## src/rtl/ahb_slave_interface.sv

```systemverilog
// AHB-Lite responder: decodes and checks each transfer, adds wait states,
// and issues one backend request per good transfer.
module ahb_slave_interface #(
   parameter int unsigned WAIT_STATES = 0,
   parameter logic [31:0] ADDR_BASE   = 32'h0000_0000,
   parameter logic [31:0] ADDR_SIZE   = 32'h0000_1000
) (
   input  logic        hclk,
   input  logic        hresetn,
   input  logic        hsel,
   input  logic [31:0] haddr,
   input  logic [1:0]  htrans,
   input  logic        hwrite,
   input  logic [2:0]  hsize,
   input  logic [31:0] hwdata,
   input  logic        hready,
   output logic        hreadyout,
   output logic        hresp,
   output logic [31:0] hrdata,
   output logic        valid_out,
   output logic [31:0] addr_out,
   output logic [31:0] dout,
   output logic        hwrite_out,
   input  logic [31:0] din
);

   typedef enum logic [2:0] {
      S_IDLE,
      S_WAIT,
      S_ACCESS,
      S_RD_DATA,
      S_ERR1,
      S_ERR2
   } state_t;

   localparam logic [2:0] WS_LOAD =
      (WAIT_STATES > 0) ? 3'(WAIT_STATES - 1) : 3'd0;

   state_t      state, next;
   logic [2:0]  cnt, cnt_next;
   logic [31:0] addr_reg;
   logic        write_reg;
   logic        accept;
   logic        take;
   logic        in_range;
   logic        size_err;
   logic        xfer_err;

   assign accept = hsel & hready & (htrans == 2'b10 || htrans == 2'b11);

   always_comb begin
      in_range = (haddr >= ADDR_BASE) && ((haddr - ADDR_BASE) < ADDR_SIZE);
      size_err = (hsize > 3'd2)
               | ((hsize == 3'd1) & haddr[0])
               | ((hsize == 3'd2) & (haddr[1:0] != 2'b00));
      xfer_err = !in_range || size_err;
   end

   always_comb begin
      next       = state;
      cnt_next   = cnt;
      take       = 1'b0;
      hreadyout  = 1'b1;
      hresp      = 1'b0;
      hrdata     = 32'h0;
      valid_out  = 1'b0;
      addr_out   = 32'h0;
      dout       = 32'h0;
      hwrite_out = 1'b0;
      unique case (state)
         S_IDLE: take = 1'b1;
         S_WAIT: begin
            hreadyout = 1'b0;
            if (cnt == 3'd0) next = S_ACCESS;
            else cnt_next = cnt - 3'd1;
         end
         S_ACCESS: begin
            valid_out = 1'b1;
            addr_out  = addr_reg;
            if (write_reg) begin
               hwrite_out = 1'b1;
               dout       = hwdata;
               take       = 1'b1;
            end else begin
               hreadyout = 1'b0;
               next      = S_RD_DATA;
            end
         end
         S_RD_DATA: begin
            hrdata = din;
            take   = 1'b1;
         end
         S_ERR1: begin
            hreadyout = 1'b0;
            hresp     = 1'b1;
            next      = S_ERR2;
         end
         S_ERR2: begin
            hresp = 1'b1;
            take  = 1'b1;
         end
         default: next = S_IDLE;
      endcase
      // Any state that completes its data phase may start the next transfer
      if (take) begin
         next = S_IDLE;
         if (accept) begin
            if (xfer_err) begin
               next = S_ERR1;
            end else if (WAIT_STATES > 0) begin
               next     = S_WAIT;
               cnt_next = WS_LOAD;
            end else begin
               next = S_ACCESS;
            end
         end
      end
   end

   always_ff @(posedge hclk) begin
      if (!hresetn) begin
         state     <= S_IDLE;
         cnt       <= 3'd0;
         addr_reg  <= 32'h0;
         write_reg <= 1'b0;
      end else begin
         state <= next;
         cnt   <= cnt_next;
         if (take && accept) begin
            addr_reg  <= haddr;
            write_reg <= hwrite;
         end
      end
   end

endmodule

```

## config.mk

```make
export PLATFORM = sky130hd
export DESIGN_NAME = ahb_slave_interface
export DESIGN_NICKNAME = d
export VERILOG_FILES = /design/src/rtl/ahb_slave_interface.sv
export SDC_FILE = /design/constraint.sdc
export NUM_CORES = 1
export LEC_CHECK = 0
export ABC_AREA = 1
export CAP_MARGIN = 5
export CORE_AREA = 2 2 80 82
export CTS_CLUSTER_DIAMETER = 80
export CTS_CLUSTER_SIZE = 8
export DETAILED_ROUTE_END_ITERATION = 16
export DIE_AREA = 0 0 82 84
export DONT_BUFFER_PORTS = 1
export SLEW_MARGIN = 40
export SYNTH_ARGS = -nofsm -noshare
export SYNTH_HDL_FRONTEND = slang
export SYNTH_SLANG_ARGS = --single-unit
```

## constraint.sdc

```tcl
create_clock -name hclk -period 2 [get_ports hclk]
set_input_delay 0.6 -clock hclk [delete_from_list [all_inputs] [get_ports hclk]]
set_output_delay 0.6 -clock hclk [all_outputs]
set_load 0.02 [all_outputs]
```

==> flow_metrics.env <==
export IMPL_rr_worst_depth=9
export IMPL_crit_path_end_kind="output pin"
export IMPL_comb_power_share=0.107
export IMPL_dp_hpwl_um=6050
export IMPL_final_cells=603
export IMPL_ff2ff_setup_slack_ns=0.26
export IMPL_cp_cell_sequence="inv_2 > nand2_2 > nor2_4 > inv_4 > buf_12 > nor2_1 > buf_4"
export IMPL_finalClockSkew_ns=0.0122
export IMPL_initial_utilization=0.398
export IMPL_seq_area_frac_synth=0.322
export IMPL_dp_cells=590
export IMPL_antenna_found_initial=0
export IMPL_syn_avg_cell_area_sq_um=5.60
export IMPL_grt_max_degree=39
export IMPL_holdPathEnd="addr_reg[5]$_SDFFE_PN0P_"
export IMPL_worst_pin_slew_ns=0.609
export IMPL_ys_ff_latch=39
export IMPL_crit_path_top_delay_cell="dfxtp_4"
export IMPL_grt_use_total=0.217
export IMPL_layout_common_cells="nor2_1 (153), buf_4 (87), inv_1 (79)"
export IMPL_hp_start="hresetn"
export IMPL_critical_path_class="reg -> out"
export IMPL_vias_per_cell=4.72
export IMPL_grt_pass1_vias=2549
export IMPL_clk_latency_ns=0.29
export IMPL_cts_buffer_depth=2
export IMPL_ys_types=21
export IMPL_final_common_cell="nor2_1"
export IMPL_cts_tree="built"
export IMPL_irDropWorstVdd_uv=564
export IMPL_rows=29
export IMPL_worst_slack_ns=-0.0136
export IMPL_area_growth_pct=46.8
export IMPL_swShare=0.267
export IMPL_cpPeakStageDelay_ns=0.35
export IMPL_synth_simple_gate_area_frac=0.388
export IMPL_fmax_mhz=497
export IMPL_yosys_area_share_xor_xnor=0
export IMPL_die_w_um=82
export IMPL_fillCellCount=595
export IMPL_grt_use_met3=0.0563
export IMPL_io_buffer_count=0
export IMPL_synthAdderAreaFrac=0.0103
export IMPL_p_leak_nw=1.68
export IMPL_clock_power_share=0.366
export IMPL_grt_overflow=0
export IMPL_hold_viol=0
export IMPL_synth_top_family_by_area="simple AND/OR/NAND/NOR gates"
export IMPL_total_power_mw=1.58
export IMPL_seqPwrFrac=0.527
export IMPL_violations="setup timing"
export IMPL_period_share=1.01
export IMPL_fin_tns_setup_ns=-0.0268
export IMPL_cts_hold_buf=0
export IMPL_synth_mux_area_frac=0
export IMPL_fin_nets=633
export IMPL_clkSlewWorstSetupHoldPaths_ns=0.09
export IMPL_drt_iter0_markers=127
export IMPL_wl_per_cell_um=13.2
export IMPL_maxCapViolations=0
export IMPL_insertedDiodeCount=0
export IMPL_synth_cells=433
export IMPL_fp_dieArea_sq_um=6890
export IMPL_grtUsageMet1=0.229
export IMPL_power_switching_mw=0.421
export IMPL_htreeDepth=2
export IMPL_p_int_mw=1.16
export IMPL_rsz0062_at_grt="yes"
export IMPL_core_area_sq_um=6100
export IMPL_drt_pre_antenna_iters=4
export IMPL_grt_pass1_wl_um=11700
export IMPL_status="finished with violations"
export IMPL_setup_viol=4
export IMPL_crit_fanout=32
export IMPL_clock_sinks=39
export IMPL_crit_arrival_ns=1.41
export IMPL_drive_gt1_frac=0.298
export IMPL_place_congestion=0.805
export IMPL_grt_busiest_layer="met2"
export IMPL_min_path_type="in -> reg"
export IMPL_maxSlewViolCount=0
export IMPL_whs_path_depth=2
export IMPL_synth_compound_area_frac=0.0995
export IMPL_worst_setup_path_start_kind="register"
export IMPL_synth_area_sq_um=2430
export IMPL_root_buffer="clkbuf_8"
export IMPL_cp_data_required_time_ns=1.40
export IMPL_detail_route_antenna_nets=0
export IMPL_via_count=2849
export IMPL_top_level_ports=206
export IMPL_cts_buffers=5
export IMPL_drc=0
export IMPL_r2r_end="addr_reg[19]$_SDFFE_PN0P_"
export IMPL_totalWireLength_um=7940
export IMPL_yosys_warnings=0
export IMPL_largest_register_ffs=32
export IMPL_holdWs_ns=0.448
export IMPL_die_y_um=84
export IMPL_powerDensity_nw_per_um2=443
export IMPL_slew_headroom=0.592
export IMPL_post_place_ws_ns=0.201
export IMPL_synth_fp_nets=541
export IMPL_grt_use_met2=0.412
export IMPL_r2r_start="state[0]$_SDFFE_PN0P_"
export IMPL_period_minus_slack_ns=2.01
final cells by class:
type                    count  area (sq um)  area share
clock inverters             2          13.8     0.00387
repair buffers            109           952       0.267
multi-input cells         288          1320       0.370
well taps                  77          96.3      0.0271
inverters                  82           310      0.0871
flip-flops and latches     39           788       0.221
clock buffers               6          82.6      0.0232
how the worst max path moves through the flow:
stage / startpoint / endpoint / slack [ns] / depth (start not counted)
after floorplan: state[1]$_SDFFE_PN0P_ / addr_out[0] / 0.04 / 6
after global placement: state[1]$_SDFFE_PN0P_ / addr_out[24] / 0.22 / 6
after detailed placement: state[1]$_SDFFE_PN0P_ / addr_out[24] / 0.20 / 6
after CTS: state[0]$_SDFFE_PN0P_ / dout[11] / -0.04 / 7
after global routing: state[0]$_SDFFE_PN0P_ / dout[31] / -0.10 / 7
final: state[0]$_SDFFE_PN0P_ / dout[30] / -0.01 / 7
cells by family after synthesis:
family          Yosys count
compound gates           46
fa+ha+maj                 2
buf+inv                 106
flops                    39
simple gates            240
per-stage QoR:
stage	cell area, sq um	util
after floorplan	2430	-
after global placement	3220	0.529
after detailed placement	3220	0.529
after CTS	3430	0.562
after global routing	3560	0.584
final	3560	0.584
power groups by stage:
| stage | clock (mW) | combinational, mW | sequential [mW] |
|---|---|---|---|
| finish | 0.576 | 0.169 | 0.831 |
| global placement | 0 | 0.155 | 0.850 |
| floorplan | 0 | 0.145 | 0.846 |
| global route | 0.622 | 0.198 | 0.836 |
| CTS | 0.593 | 0.165 | 0.831 |
| detailed placement | 0 | 0.160 | 0.852 |
layer usage:
layer	part of all wire	vias up	routed length (um)
met5	0	-	0
met4	0.014	0	111
met3	0.087	12	695
li1	-	1438	-
met2	0.54	114	4290
met1	0.36	1285	2850
synthesized netlist by cell type:
library cell  instances  area share
nand2_2               2      0.0052
nor2_1              179        0.28
o21ai_0              21       0.043
clkbuf_2              3      0.0062
a21oi_1               5       0.010
inv_1                80        0.12
ha_1                  2       0.010
inv_2                 2      0.0031
dfxtp_1              39        0.32
nand3_2               2      0.0083
nand2_1              48       0.074
buf_6                 3       0.014
buf_2                 7       0.014
nor3_1                3      0.0062
nand2_4               1      0.0046
a21oi_4               1      0.0067
o21ai_1              19       0.039
nand3_1               4      0.0083
buf_4                 1      0.0031
clkbuf_1             10       0.015
nor2_4                1      0.0046
critical path: cells and delay by family (launching register included):
family / cells / cell delay, ns
buf+inv: 4 / 0.45
flops: 1 / 0.35
simple gates: 3 / 0.31
repair_timing:
action | CTS | global route
setup endpoints to repair | 65 | 97
cloned | 1 | 0
resized for setup | 24 | 35
setup buffers | 3 | 1
pin swaps | 1 | 1
(Power assumes the default switching activity.)
